===== src/rtl/frame_byte_scheduler.sv =====
// rtl/frame_byte_scheduler.sv - round-robin arbiter serializing 32-bit frame words onto a byte lane
//
// Ports:
//   div_8_clk, rst_n         clock, asynchronous active-low reset
//   en                       arbitration enable; an in-flight word always completes
//   req_valid, req_word      per-requester word offer, requester i at req_word[32*i +: 32]
//   req_ready                one-hot accept for the arbitration winner (combinational)
//   byte_out, byte_valid     registered byte lane, word sent MSB first
//   grant_id                 index of the last accepted requester
//   busy                     high while sending a word or holding the inter-word gap
//   drop_err                 one-cycle pulse when an accepted word lacks the 4'hA header
//   word_cnt                 wrapping count of fully sent words
module frame_byte_scheduler #(
    parameter int          NUM_REQ    = 4,
    parameter int          GAP_CYCLES = 2,
    parameter logic [7:0]  IDLE_BYTE  = 8'h00
) (
    input  logic                       div_8_clk,
    input  logic                       rst_n,
    input  logic                       en,
    input  logic [NUM_REQ-1:0]         req_valid,
    input  logic [32*NUM_REQ-1:0]      req_word,
    output logic [NUM_REQ-1:0]         req_ready,
    output logic [7:0]                 byte_out,
    output logic                       byte_valid,
    output logic [$clog2(NUM_REQ)-1:0] grant_id,
    output logic                       busy,
    output logic                       drop_err,
    output logic [15:0]                word_cnt
);

    localparam int             IDW      = $clog2(NUM_REQ);
    localparam logic [IDW-1:0] LAST_RST = IDW'(NUM_REQ - 1);
    localparam logic [3:0]     GAP_LAST = (GAP_CYCLES > 0) ? 4'(GAP_CYCLES - 1) : 4'd0;

    typedef enum logic [1:0] {
        S_IDLE = 2'd0,
        S_SEND = 2'd1,
        S_GAP  = 2'd2
    } state_t;

    state_t         state_q, state_d;
    logic [31:0]    shift_q, shift_d;
    logic [7:0]     byte_out_q, byte_out_d;
    logic           byte_valid_q, byte_valid_d;
    logic [1:0]     byte_cnt_q, byte_cnt_d;
    logic [3:0]     gap_cnt_q, gap_cnt_d;
    logic [IDW-1:0] last_q, last_d;
    logic           drop_q, drop_d;
    logic [15:0]    word_cnt_q, word_cnt_d;

    logic [IDW:0]   cand;
    logic [IDW-1:0] win;
    logic           found;
    logic [31:0]    win_word;
    logic           arb_slot;
    logic           take;

    // Round-robin search starting just above the last granted index.
    always_comb begin
        found = 1'b0;
        win   = last_q;
        cand  = '0;
        for (int k = 1; k <= NUM_REQ; k++) begin
            cand = {1'b0, last_q} + (IDW+1)'(k);
            if (cand >= (IDW+1)'(NUM_REQ)) begin
                cand = cand - (IDW+1)'(NUM_REQ);
            end
            if (!found && req_valid[cand[IDW-1:0]]) begin
                found = 1'b1;
                win   = cand[IDW-1:0];
            end
        end
    end

    assign win_word = req_word[32*int'(win) +: 32];

    // With no gap configured, the cycle that drives the last byte also serves as the
    // arbitration slot, so consecutive words stream with no idle byte between them.
    assign arb_slot = (state_q == S_IDLE) ||
                      ((GAP_CYCLES == 0) && (state_q == S_SEND) && (byte_cnt_q == 2'd3));
    assign take     = arb_slot && en && found;

    always_comb begin
        req_ready = '0;
        if (take) begin
            req_ready[win] = 1'b1;
        end
    end

    always_comb begin
        state_d      = state_q;
        shift_d      = shift_q;
        byte_out_d   = byte_out_q;
        byte_valid_d = byte_valid_q;
        byte_cnt_d   = byte_cnt_q;
        gap_cnt_d    = gap_cnt_q;
        last_d       = last_q;
        drop_d       = 1'b0;
        word_cnt_d   = word_cnt_q;

        case (state_q)
            S_IDLE: begin
                byte_out_d   = IDLE_BYTE;
                byte_valid_d = 1'b0;
            end
            S_SEND: begin
                if (byte_cnt_q == 2'd3) begin
                    word_cnt_d   = word_cnt_q + 16'd1;
                    byte_out_d   = IDLE_BYTE;
                    byte_valid_d = 1'b0;
                    gap_cnt_d    = 4'd0;
                    state_d      = (GAP_CYCLES > 0) ? S_GAP : S_IDLE;
                end else begin
                    shift_d    = shift_q << 8;
                    byte_out_d = shift_q[23:16];
                    byte_cnt_d = byte_cnt_q + 2'd1;
                end
            end
            S_GAP: begin
                byte_out_d   = IDLE_BYTE;
                byte_valid_d = 1'b0;
                if (gap_cnt_q == GAP_LAST) begin
                    state_d = S_IDLE;
                end else begin
                    gap_cnt_d = gap_cnt_q + 4'd1;
                end
            end
            default: begin
                state_d      = S_IDLE;
                byte_out_d   = IDLE_BYTE;
                byte_valid_d = 1'b0;
            end
        endcase

        // A bad header is consumed but never reaches the lane.
        if (take) begin
            last_d = win;
            if (win_word[31:28] == 4'hA) begin
                shift_d      = win_word;
                byte_out_d   = win_word[31:24];
                byte_valid_d = 1'b1;
                byte_cnt_d   = 2'd0;
                state_d      = S_SEND;
            end else begin
                drop_d = 1'b1;
            end
        end
    end

    always_ff @(posedge div_8_clk or negedge rst_n) begin
        if (!rst_n) begin
            state_q      <= S_IDLE;
            shift_q      <= '0;
            byte_out_q   <= IDLE_BYTE;
            byte_valid_q <= 1'b0;
            byte_cnt_q   <= '0;
            gap_cnt_q    <= '0;
            last_q       <= LAST_RST;
            drop_q       <= 1'b0;
            word_cnt_q   <= '0;
        end else begin
            state_q      <= state_d;
            shift_q      <= shift_d;
            byte_out_q   <= byte_out_d;
            byte_valid_q <= byte_valid_d;
            byte_cnt_q   <= byte_cnt_d;
            gap_cnt_q    <= gap_cnt_d;
            last_q       <= last_d;
            drop_q       <= drop_d;
            word_cnt_q   <= word_cnt_d;
        end
    end

    assign byte_out   = byte_out_q;
    assign byte_valid = byte_valid_q;
    assign grant_id   = last_q;
    assign busy       = (state_q != S_IDLE);
    assign drop_err   = drop_q;
    assign word_cnt   = word_cnt_q;

endmodule

===== config.mk =====
export PLATFORM = sky130hd
export DESIGN_NAME = frame_byte_scheduler
export DESIGN_NICKNAME = d
export VERILOG_FILES = /design/src/rtl/frame_byte_scheduler.sv
export SDC_FILE = /design/constraint.sdc
export NUM_CORES = 1
export LEC_CHECK = 0
export CAP_MARGIN = 10
export CORE_MARGIN = 5
export CORE_UTILIZATION = 46
export DETAILED_ROUTE_END_ITERATION = 12
export PLACE_DENSITY = 0.91
export SLEW_MARGIN = 5
export SYNTH_ARGS = -nofsm -noshare
export SYNTH_HDL_FRONTEND = slang
export SYNTH_SLANG_ARGS = --single-unit

===== constraint.sdc =====
create_clock -name div_8_clk -period 5.6 [get_ports div_8_clk]
set_input_delay 0.56 -clock div_8_clk [delete_from_list [all_inputs] [get_ports div_8_clk]]
set_output_delay 0.56 -clock div_8_clk [all_outputs]
set_load 0.005 [all_outputs]

==> impl_results.rst, run 1 <==
.. list-table::
   :header-rows: 1

   * - Metric
     - Value
   * - Status
     - completed
   * - Cells after DPL
     - between 500 and 600
   * - Highest-delay cell along the critical path
     - sky130_fd_sc_hd__buf_4
   * - Headroom to the max-slew limit
     - 37.7%
   * - CP dominant cell by count
     - sky130_fd_sc_hd__clkdlybuf4s50_1
   * - Post-placement setup slack
     - 1.82 ns
   * - Number of buffers added on ports
     - 167
   * - Unrepaired setup endpoints after global routing
     - no
   * - Unique cell type count in the Yosys netlist
     - 41
   * - Via count
     - between 3000 and 4000
   * - Total leakage power
     - 0.00261 µW
   * - Cells resized by post-CTS repair
     - 0
   * - Max-slew violation count
     - 0
   * - Type of the worst setup path
     - in2out
   * - Commonest non-fill, non-tap cell in the layout
     - sky130_fd_sc_hd__clkdlybuf4s50_1
   * - Minimum period implied by the final worst setup slack
     - between 3 and 4 ns
   * - Gate Count Post-Synth
     - between 300 and 400
   * - Power per Cell Area
     - 387 nW/µm²
   * - Routability cong.
     - between 0.8 and 0.9
   * - Number of DRC markers in iteration 0
     - about 150
   * - Nature of the critical path startpoint
     - input pin
   * - Non-filler cells, final
     - about 600
   * - Area of the core
     - 7770 µm²
   * - Area occupied by multi-input gates
     - 2060 µm²
   * - Hold-fix buffer count after cts
     - 0
   * - Detail-routed via count per cell
     - between 5 and 6
   * - Number of routed nets with antenna violations
     - 0
   * - Total setup buffers inserted after CTS
     - 0
   * - Ordered list of cells on the worst path
     - clkdlybuf4s50_1 -> nand2b_1 -> a21oi_1 -> nor3_4 -> buf_4 -> nor3_1 -> clkdlybuf4s50_1
   * - Maximum root-to-sink buffer count
     - 2
   * - Layout filler cell count
     - between 500 and 600
   * - Number of inserted diodes
     - 0
   * - Mean cell area of the mapped netlist
     - approximately 11 µm²
   * - Layout-stage area growth over the synthesis result
     - 50.2%
   * - Layout cell share with drive strength beyond 1
     - about 11%
   * - Initial Utilization
     - roughly 48%
   * - Setup Viol. Count Final
     - 0
   * - Number of nets in the synthesized netlist
     - approximately 470
   * - Area of the die
     - 9940 µm²
   * - I/O pins
     - roughly 170
   * - Crit Path Max Fanout
     - 50
   * - Final clock period utilization by the worst path
     - between 60 and 70%
   * - Antenna violations before repair
     - 0
   * - Number of warnings printed during yosys synthesis
     - 0
   * - Sum of routed wire length over all layers
     - approximately 9.6 mm
   * - Worst-path clk slew
     - roughly 0.06 ns
   * - CTS tree
     - done
   * - Maximum operating frequency
     - between 0.2 and 0.3 GHz
   * - Global-route wire length before repair
     - around 16 mm
   * - WL/cell
     - around 16 µm
   * - Final Skew
     - approximately 0.0052 ns
   * - Vias in the first global route
     - around 3300
   * - Sequential element share of the synthesized area
     - between 40 and 50%
   * - Remaining routing DRC violations
     - 0
   * - Arrival time of data at the critical path endpoint
     - approximately 3 ns
   * - Net total in the final layout
     - about 630
   * - Count of endpoints failing hold in the final timing report
     - 0
   * - Setup slack of the critical path after layout
     - 1.97 ns
   * - Number of sinks driven by the clock tree
     - 60
   * - Horizontal die dimension
     - around 100 µm
   * - Commonest cells after routing, fill and taps aside
     - 166 x sky130_fd_sc_hd__clkdlybuf4s50_1, 97 x sky130_fd_sc_hd__mux2i_1, 58 x sky130_fd_sc_hd__dfrtp_1, 32 x sky130_fd_sc_hd__nand2_1, 29 x sky130_fd_sc_hd__mux2_2
   * - Global route overflow
     - 0
   * - Number of H-tree levels
     - 3
   * - Tightest Hold Check Type
     - in2async
   * - Drt pass-1 iters
     - 4
   * - Root buf cell
     - sky130_fd_sc_hd__clkbuf_8
   * - Kind of cell with the highest combined delay on the critical path
     - buffers and inverters
   * - Endpoint required time on the critical path
     - ~5.0 ns
   * - Total CTS buffers
     - 9
   * - Number of placement rows
     - 32
   * - Final total negative setup slack
     - 0 ns
   * - Critical register-to-register path startpoint
     - grant_id[1]
   * - Stages on the worst setup path
     - 7
   * - Crit path launch
     - req_valid[1]
   * - Pin count of the biggest net entering global routing
     - 61
   * - Logic depth of the worst register-to-register path
     - 6
   * - Kind of end point of the critical path
     - output pin
   * - Worst skew pair latency
     - between 0.3 and 0.4 ns
   * - Footprint of the flip-flops and latches
     - 1500 µm²
   * - Longest individual stage delay on the worst path
     - between 0.6 and 0.7 ns
   * - Combined global-route utilization of all metal layers
     - 19.4%
   * - Number of synthesized register bits
     - 60
   * - Worst Hold Margin
     - roughly 0.36 ns
   * - Total buffers and inverters traversed by the critical path
     - 3
   * - Worst IR Drop VDD
     - about 0.17 mV
   * - Vert. Die Dim
     - between 90 and 100 µm
   * - MaxCap Viol Count
     - 0
   * - Summed instance area of the synthesized netlist
     - 3700 µm²
   * - Detailed-placement wirelength estimate
     - between 7 and 8 mm
   * - Transition at the pin with the smallest max-transition slack
     - between 0.9 and 1 ns
==> kinds of logic (layout without fill, tap and decap cells) <==
kind of cell | count (synthesis) | in the layout | synth area share (%)
xor+xnor | 16 | 16 | 3.79
mux | 126 | 126 | 35.1
simple gates | 83 | 83 | 11.9
flops | 60 | 60 | 40.6
buf+inv | 19 | 188 | 3.82
fa+ha+maj | 3 | 3 | 1.01
compound gates | 23 | 23 | 3.75
==> cell type report <==
type / count / area share [%]
well taps: 102 / 2.30
flip-flops and latches: 60 / 27.1
multi-input cells: 251 / 37.1
clock buffers: 13 / 2.86
inverters: 4 / 0.270
clock inverters: 2 / 0.180
repair buffers: 169 / 30.3
==> sequential cells by signal, indices dropped and copies added, names as in the netlist <==
register / cells
byte_cnt_q: 2
drop_err: 1
state_q: 2
byte_out: 8
word_cnt: 16
shift_q: 24
grant_id: 2
byte_valid: 1
gap_cnt_q: 4
==> cells in the mapped netlist <==
library cell,instances,area share [%]
sky130_fd_sc_hd__nand3b_1,2,0.41
sky130_fd_sc_hd__xnor2_1,11,2.6
sky130_fd_sc_hd__a211oi_1,1,0.20
sky130_fd_sc_hd__a21oi_1,6,0.81
sky130_fd_sc_hd__buf_2,2,0.27
sky130_fd_sc_hd__nand3_1,7,0.95
sky130_fd_sc_hd__nor2_1,10,1.0
sky130_fd_sc_hd__a31oi_2,1,0.34
sky130_fd_sc_hd__mux2i_1,97,26
sky130_fd_sc_hd__and4_1,1,0.24
sky130_fd_sc_hd__o21ai_0,5,0.68
sky130_fd_sc_hd__nand4b_1,1,0.24
sky130_fd_sc_hd__nor3_4,1,0.44
sky130_fd_sc_hd__a311o_1,1,0.27
sky130_fd_sc_hd__and4bb_2,1,0.34
sky130_fd_sc_hd__and2_1,1,0.17
sky130_fd_sc_hd__a21o_1,1,0.20
sky130_fd_sc_hd__nor3b_1,1,0.20
sky130_fd_sc_hd__dfstp_2,2,1.4
sky130_fd_sc_hd__buf_6,9,2.7
sky130_fd_sc_hd__o21a_1,1,0.20
sky130_fd_sc_hd__xor2_1,5,1.2
sky130_fd_sc_hd__nand4_1,6,1.0
sky130_fd_sc_hd__a21boi_0,1,0.20
sky130_fd_sc_hd__nand2_2,2,0.34
sky130_fd_sc_hd__nor2b_1,3,0.51
sky130_fd_sc_hd__a31oi_1,1,0.17
sky130_fd_sc_hd__ha_1,3,1.0
sky130_fd_sc_hd__nand2_1,32,3.2
sky130_fd_sc_hd__nor3_1,3,0.41
sky130_fd_sc_hd__nor4bb_1,2,0.54
sky130_fd_sc_hd__and3_1,3,0.51
sky130_fd_sc_hd__or4_1,1,0.20
sky130_fd_sc_hd__inv_1,4,0.41
sky130_fd_sc_hd__clkbuf_1,4,0.41
sky130_fd_sc_hd__or4bb_1,1,0.30
sky130_fd_sc_hd__o21ai_1,5,0.68
sky130_fd_sc_hd__dfrtp_1,58,39
sky130_fd_sc_hd__and2_2,1,0.20
sky130_fd_sc_hd__nand2b_1,4,0.68
sky130_fd_sc_hd__mux2_2,29,8.8
==> per-layer routing <==
| metal | vias up | GRT usage (%) | routed length (µm) |
|---|---|---|---|
| li1 | 1515 | - | - |
| met1 | 1454 | 23.4 | 3860 |
| met3 | 15 | 4.14 | 734 |
| met5 | - | 0 | 0 |
| met4 | 0 | 7.04 | 158 |
| met2 | 134 | 34.1 | 4870 |
==> power by group <==
group          switching [µW]  internal, µW
Sequential                108           588
Clock                     151           181
Combinational             504           620
Total                     764          1390
==> path summary, 6_finish.rpt <==
path | endpoint | slack, ns
worst max-delay path | req_ready[1] | 1.97
worst min-delay path | word_cnt[15] | 0.36
worst max register to register | shift_q[11] | 2.30
worst min register to register | byte_out[5] | 0.48
max in group asynchronous | byte_out[5] | 4.73
min in group div_8_clk | byte_out[5] | 0.48
==> worst register-to-register path, stage by stage, from the launching register on <==
cell                       delay, ns
sky130_fd_sc_hd__dfstp_2        0.60
sky130_fd_sc_hd__nand2b_1       0.12
sky130_fd_sc_hd__a21oi_1        0.10
sky130_fd_sc_hd__nor3_4         0.48
sky130_fd_sc_hd__buf_4          0.69
sky130_fd_sc_hd__a311o_2        0.93
sky130_fd_sc_hd__mux2i_1        0.30
==> through the flow <==
step / power [µW] / cell area [µm²] / utilization (%)
2_1_floorplan: 1480 / 3700 / -
3_3_place_gp: 1790 / 5390 / 69.4
3_5_place_dp: 1830 / 5390 / 69.4
4_1_cts: 2170 / 5560 / 71.6
5_1_grt: 2300 / 5560 / 71.6
6_report: 2150 / 5560 / 71.6
Note: power is estimated with default switching activity, not from simulation.
==> run 2: changes to the inputs <==
Settings changed: CORE_UTILIZATION 46 to 38, PLACE_DENSITY 0.91 to 0.8.
Clock period 5.6 ns to 3 ns, I/O delays scaled along.
==> impl_results.rst, run 2 (synthesis gave the netlist of run 1 again) <==
.. list-table::
   :header-rows: 1

   * - Metric
     - Value
   * - Worst skew pair latency
     - 0.33 ns (about the same)
   * - Layout Utilization
     - 58.9% (-13 points)
   * - Antenna violations before repair
     - 0 (unchanged)
   * - Number of inserted diodes
     - 0 (unchanged)
   * - Final Skew
     - 0.00734 ns (+0.00215 ns)
   * - Drt pass-1 iters
     - 4 (unchanged)
   * - Global route overflow
     - 0 (unchanged)
   * - Area of the core
     - 9640 µm² (+24%)
   * - Worst-path clk slew
     - 0.06 ns (about the same)
   * - Final clock period utilization by the worst path
     - about 85%
   * - Kind of end point of the critical path
     - output pin
   * - Endpoint required time on the critical path
     - 2.70 ns (-2.34 ns)
   * - Most flop-heavy register
     - shift_q
   * - Tightest Hold Check Type
     - in2async
   * - Number of DRC markers in iteration 0
     - 96 (-35%)
   * - Detail-routed via count per cell
     - 4.82 (-7.0%)
   * - Logic depth of the worst register-to-register path
     - 8 (+2)
   * - Layout-stage area growth over the synthesis result
     - 53.4%
   * - Setup Viol. Count Final
     - 0 (unchanged)
   * - Nature of the critical path startpoint
     - flop
   * - Status
     - completed
   * - Sum of routed wire length over all layers
     - 9.67 mm (+0.56%)
   * - Commonest cells after routing, fill and taps aside
     - 166 x sky130_fd_sc_hd__clkdlybuf4s50_1, 97 x sky130_fd_sc_hd__mux2i_1, 58 x sky130_fd_sc_hd__dfrtp_1, 32 x sky130_fd_sc_hd__nand2_1, 29 x sky130_fd_sc_hd__mux2_2
   * - Transition at the pin with the smallest max-transition slack
     - 0.953 ns (+0.0186 ns)
   * - Pin count of the biggest net entering global routing
     - 49 (-20%)
   * - Root buf cell
     - sky130_fd_sc_hd__clkbuf_8
   * - Maximum root-to-sink buffer count
     - 2 (unchanged)
   * - Hold-fix buffer count after cts
     - 1 (+1)
   * - Vias in the first global route
     - 3311 (+0.36%)
   * - Detailed-placement wirelength estimate
     - 7.72 mm (+3.7%)
   * - Total setup buffers inserted after CTS
     - 0 (unchanged)
   * - WL/cell
     - 15.1 µm (-5.4%)
   * - Unrepaired setup endpoints after global routing
     - no
   * - Total power of the final layout
     - 4080 µW (+90%)
   * - Initial Utilization
     - 38.4% (-9.3 points)
   * - Count of endpoints failing hold in the final timing report
     - 0 (unchanged)
   * - Commonest non-fill, non-tap cell in the layout
     - sky130_fd_sc_hd__clkdlybuf4s50_1
   * - Area of the die
     - 11800 µm² (+19%)
   * - Max-slew violation count
     - 0 (unchanged)
   * - Setup slack of the critical path after layout
     - 0.456 ns (-1.51 ns)
   * - R2R Path End
     - shift_q[6]
   * - Via count
     - 3082 (-1.2%)
   * - Number of H-tree levels
     - 3 (unchanged)
   * - Layout filler cell count
     - 829 (+53%)
   * - Final total negative setup slack
     - 0 ns (unchanged)
   * - Total CTS buffers
     - 9 (unchanged)
   * - Worst IR Drop VDD
     - 0.411 mV (+140%)
   * - Routability cong.
     - 0.851 (-1.7%)
   * - Crit path launch
     - grant_id[1]
   * - Post-placement setup slack
     - 0.476 ns (-1.35 ns)
   * - Type of the worst setup path
     - reg2out
   * - Number of placement rows
     - 36 (+13%)
   * - Remaining routing DRC violations
     - 0 (unchanged)
   * - Number of flip-flops in the largest register
     - 24 (unchanged)
   * - Arrival time of data at the critical path endpoint
     - 2.24 ns (-0.83 ns)
   * - Cells resized by post-CTS repair
     - 0 (unchanged)
   * - Layout cell share with drive strength beyond 1
     - 12.1% (+1.0 points)
   * - Maximum operating frequency
     - ~0.39 GHz
   * - Footprint of the flip-flops and latches
     - 1500 µm² (unchanged)
   * - CTS tree
     - done
   * - Number of routed nets with antenna violations
     - 0 (unchanged)
   * - Area occupied by multi-input gates
     - 2060 µm² (unchanged)
   * - Vert. Die Dim
     - 109 µm (+9.0%)
   * - Global-route wire length before repair
     - 15.5 mm (-0.71%)
   * - Minimum period implied by the final worst setup slack
     - roughly 2.5 ns
   * - MaxCap Viol Count
     - 0 (unchanged)
   * - I/O pins
     - 168 (unchanged)
   * - Net total in the final layout
     - 640 (+1.1%)
   * - Combined global-route utilization of all metal layers
     - 16.8% (-2.7 points)
   * - Number of buffers added on ports
     - 167 (unchanged)
   * - Number of sinks driven by the clock tree
     - 60 (unchanged)
   * - Total leakage power
     - 0.00265 µW (+1.7%)
   * - Critical register-to-register path startpoint
     - grant_id[1]
   * - Power per Cell Area
     - 719 nW/µm² (+86%)
   * - Register-to-register setup slack
     - 0.77 ns (-1.53 ns)
   * - Worst Hold Margin
     - 0.477 ns (+0.118 ns)
   * - Horizontal die dimension
     - 109 µm (+9.0%)
   * - Crit Path Max Fanout
     - 10 (-80%)
   * - Headroom to the max-slew limit
     - 36.5% (-1.2 points)
==> run 2: report_power, final <==
group          switching (µW)  internal, µW  total [µW]
Clock                     296           338         634
Sequential                201          1100        1300
Combinational             940          1210        2150
Total                    1440          2650        4080
==> run 2: per-stage QoR <==
step | std cells | instance area, µm²
2_1_floorplan | 330 | 3700
3_3_place_gp | 623 | 5500
3_5_place_dp | 623 | 5500
4_1_cts | 639 | 5680
5_1_grt | 639 | 5680
6_report | 639 | 5680
==> run 2: area by class of cell <==
type / instances / share of cell area [%]
flip-flops and latches: 60 / 26.5
clock inverters: 2 / 0.176
inverters: 4 / 0.264
repair buffers: 176 / 31.0
multi-input cells: 251 / 36.3
clock buffers: 13 / 2.80
well taps: 133 / 2.93
==> run 2: worst max path at each step <==
stage,to,cells after the start
floorplan,shift_q[16],8
detailed placement,req_ready[3],6
finish,req_ready[1],6
CTS,req_ready[3],6
global route,req_ready[3],6
global placement,req_ready[3],6
==> run 2: worst max-delay path, cell delays in order (launching register included) <==
cell and delay [ns]:
sky130_fd_sc_hd__dfstp_2 0.61, sky130_fd_sc_hd__nand2_2 0.07, sky130_fd_sc_hd__a21oi_1 0.23, sky130_fd_sc_hd__nor3_4 0.08, sky130_fd_sc_hd__buf_4 0.20, sky130_fd_sc_hd__nor3_1 0.18, sky130_fd_sc_hd__clkdlybuf4s50_1 0.55
==> run 2: per-layer routing <==
layer	global-route usage [%]	part of all wire, %	vias to the layer above
met5	0	0	-
met4	3.52	0.70	0
met1	19.3	41	1447
li1	-	-	1534
met3	4.80	5.4	6
met2	31.0	53	95
==> run 3: changes to the inputs <==
Settings changed: CORE_UTILIZATION 38 to 42, PLACE_DENSITY 0.8 to 0.84.
Clock period 3 ns to 2.6 ns, I/O delays scaled along.
==> impl_results.rst, run 3 (synthesis gave the netlist of run 1 again) <==
.. list-table::
   :header-rows: 1

   * - Metric
     - Value
   * - Layout-stage area growth over the synthesis result
     - 53.3% (about the same)
   * - Combined global-route utilization of all metal layers
     - 18.1% (+1.4 points)
   * - Number of sinks driven by the clock tree
     - 60 (unchanged)
   * - Number of routed nets with antenna violations
     - 0 (unchanged)
   * - Pin count of the biggest net entering global routing
     - 61 (+24%)
   * - Critical register-to-register path startpoint
     - grant_id[1]
   * - Maximum operating frequency
     - ~0.41 GHz
   * - Number of DRC markers in iteration 0
     - 72 (-25%)
   * - Vert. Die Dim
     - 104 µm (-4.4%)
   * - Final total negative setup slack
     - 0 ns (unchanged)
   * - Final clock period utilization by the worst path
     - slightly above 90%
   * - Net total in the final layout
     - 646 (+0.94%)
   * - Horizontal die dimension
     - 104 µm (-4.4%)
   * - Fraction of power consumed by sequential logic
     - 31.6% (-0.2 points)
   * - Internal
     - 3080 µW (+16%)
   * - Crit path launch
     - grant_id[1]
   * - Tightest Hold Check Type
     - in2async
   * - Crit Path Max Fanout
     - 8 (-2)
   * - Type of the worst setup path
     - reg2out
   * - Number of placement rows
     - 34 (-5.6%)
   * - Worst IR Drop VDD
     - 0.428 mV (+4.2%)
   * - Max-slew violation count
     - 0 (unchanged)
   * - Part of the total power dissipated in the clock network
     - 14.5% (-1.0 points)
   * - Layout filler cell count
     - 695 (-16%)
   * - Share of power burned in combinational logic
     - 53.9% (+1.2 points)
   * - MaxCap Viol Count
     - 0 (unchanged)
   * - Cells resized by post-CTS repair
     - 0 (unchanged)
   * - Commonest non-fill, non-tap cell in the layout
     - sky130_fd_sc_hd__clkdlybuf4s50_1
   * - Transition at the pin with the smallest max-transition slack
     - 0.786 ns (-0.167 ns)
   * - CTS tree
     - done
   * - Routability cong.
     - 0.856 (+0.53%)
   * - Worst skew pair latency
     - 0.33 ns (about the same)
   * - Remaining routing DRC violations
     - 0 (unchanged)
   * - Via count
     - 3198 (+3.8%)
   * - Most flop-heavy register
     - shift_q
   * - Net switching fraction of the power
     - 35.2% (about the same)
   * - Final Skew
     - 0.00409 ns (-0.00325 ns)
   * - Logic depth of the worst register-to-register path
     - 9 (+1)
   * - Number of inserted diodes
     - 0 (unchanged)
   * - Number of H-tree levels
     - 3 (unchanged)
   * - Total leakage power
     - 0.00268 µW (+0.97%)
   * - Root buf cell
     - sky130_fd_sc_hd__clkbuf_8
   * - Headroom to the max-slew limit
     - 47.6% (+11 points)
   * - Unrepaired setup endpoints after global routing
     - no
   * - Global-route wire length before repair
     - 16.2 mm (+4.8%)
   * - Number of buffers added on ports
     - 167 (unchanged)
   * - Setup Viol. Count Final
     - 0 (unchanged)
   * - Arrival time of data at the critical path endpoint
     - 2.17 ns (-0.07 ns)
   * - Initial Utilization
     - 42.9% (+4.5 points)
   * - Antenna violations before repair
     - 0 (unchanged)
   * - Status
     - completed
   * - Count of endpoints failing hold in the final timing report
     - 0 (unchanged)
   * - Layout cell share with drive strength beyond 1
     - 13.3% (+1.3 points)
   * - Kind of end point of the critical path
     - output pin
   * - Endpoint required time on the critical path
     - 2.34 ns (-0.36 ns)
   * - Vias in the first global route
     - 3361 (+1.5%)
   * - Sum of routed wire length over all layers
     - 9.83 mm (+1.6%)
   * - Number of flip-flops in the largest register
     - 24 (unchanged)
   * - Area of the die
     - 10800 µm² (-8.7%)
   * - Worst-path clk slew
     - 0.06 ns (about the same)
   * - Nature of the critical path startpoint
     - flop
   * - Post-placement setup slack
     - 0.189 ns (-0.288 ns)
   * - Net Switching
     - 1670 µW (+16%)
   * - Commonest cells after routing, fill and taps aside
     - 166 x sky130_fd_sc_hd__clkdlybuf4s50_1, 97 x sky130_fd_sc_hd__mux2i_1, 58 x sky130_fd_sc_hd__dfrtp_1, 32 x sky130_fd_sc_hd__nand2_1, 29 x sky130_fd_sc_hd__mux2_2
   * - Total CTS buffers
     - 9 (unchanged)
   * - Power per Cell Area
     - 836 nW/µm² (+16%)
   * - Setup slack of the critical path after layout
     - 0.172 ns (-0.284 ns)
   * - Minimum period implied by the final worst setup slack
     - 2.43 ns
   * - Maximum root-to-sink buffer count
     - 2 (unchanged)
   * - Detail-routed via count per cell
     - 5.17 (+7.1%)
   * - Drt pass-1 iters
     - 4 (unchanged)
   * - WL/cell
     - 15.9 µm (+4.9%)
   * - Global route overflow
     - 0 (unchanged)
   * - I/O pins
     - 168 (unchanged)
   * - Area of the core
     - 8640 µm² (-10%)
   * - Detailed-placement wirelength estimate
     - 7.87 mm (+2.0%)
run 3: changes by cell type in the layout (fill, tap and decap cells not counted):
| cell | change |
|---|---|
| sky130_fd_sc_hd__clkbuf_8 | -1 |
| sky130_fd_sc_hd__buf_4 | +7 |
| sky130_fd_sc_hd__clkinv_2 | +1 |
| sky130_fd_sc_hd__dlygate4sd3_1 | -1 |
| sky130_fd_sc_hd__clkbuf_1 | -1 |
run 3: what timing repair did:
item / in CTS / in global routing
hold buffers: 0 / 0
setup endpoints to repair: 0 / 2
buffers inserted: 0 / 2
run 3: power groups by stage:
stage | logic (µW) | clock network [µW] | registers (µW)
finish | 2560 | 688 | 1500
global route | 2790 | 748 | 1540
CTS | 2570 | 704 | 1500
detailed placement | 2560 | 0 | 1510
global placement | 2500 | 0 | 1490
floorplan | 1740 | 0 | 1460
run 3: final cells by class:
| class | count | area (µm²) | share of cell area, % |
|---|---|---|---|
| timing repair buffer | 182 | 1800 | 31.8 |
| tap | 108 | 135 | 2.38 |
| inverter | 4 | 15.0 | 0.265 |
| multi-input combinational | 251 | 2060 | 36.3 |
| sequential | 60 | 1500 | 26.5 |
| clock inverter | 3 | 15.0 | 0.265 |
| clock buffer | 11 | 141 | 2.49 |
run 3: final timing paths:
path | to | slack, ns
min reg2reg | word_cnt[15] | 0.48
max reg2reg | shift_q[13] | 0.34
min in group div_8_clk | word_cnt[15] | 0.48
min | word_cnt[0] | 0.09
max in group asynchronous | byte_cnt_q[1] | 2.02
max | req_ready[3] | 0.17
run 3: per-layer routing:
metal | vias up | track usage [%] | part of all wire (%)
met4 | 0 | 3.98 | 0.91
met5 | - | 0 | 0
met3 | 7 | 6.52 | 8.2
li1 | 1538 | - | -
met1 | 1527 | 21.8 | 40
met2 | 126 | 31.1 | 51
run 3: worst max-delay path: stages, from the launching register on:
cell and delay, ns:
sky130_fd_sc_hd__dfstp_2 0.60, sky130_fd_sc_hd__nand2_1 0.07, sky130_fd_sc_hd__a21oi_1 0.23, sky130_fd_sc_hd__nor3_4 0.09, sky130_fd_sc_hd__buf_4 0.15, sky130_fd_sc_hd__nor3_1 0.17
sky130_fd_sc_hd__clkdlybuf4s50_1 0.53
run 3: stage by stage:
stage | total power [µW] | std cells | util, % | cell area [µm²] | hold slack, ns
4_1_cts | 4780 | 617 | 65.5 | 5660 | 0.101
5_1_grt | 5080 | 619 | 65.7 | 5680 | 0.154
6_report | 4750 | 619 | 65.7 | 5680 | 0.0876
3_5_place_dp | 4070 | 603 | 63.7 | 5500 | 0.459
2_1_floorplan | 3200 | 330 | - | 3700 | -0.0356
3_3_place_gp | 3990 | 603 | 63.7 | 5500 | 0.457
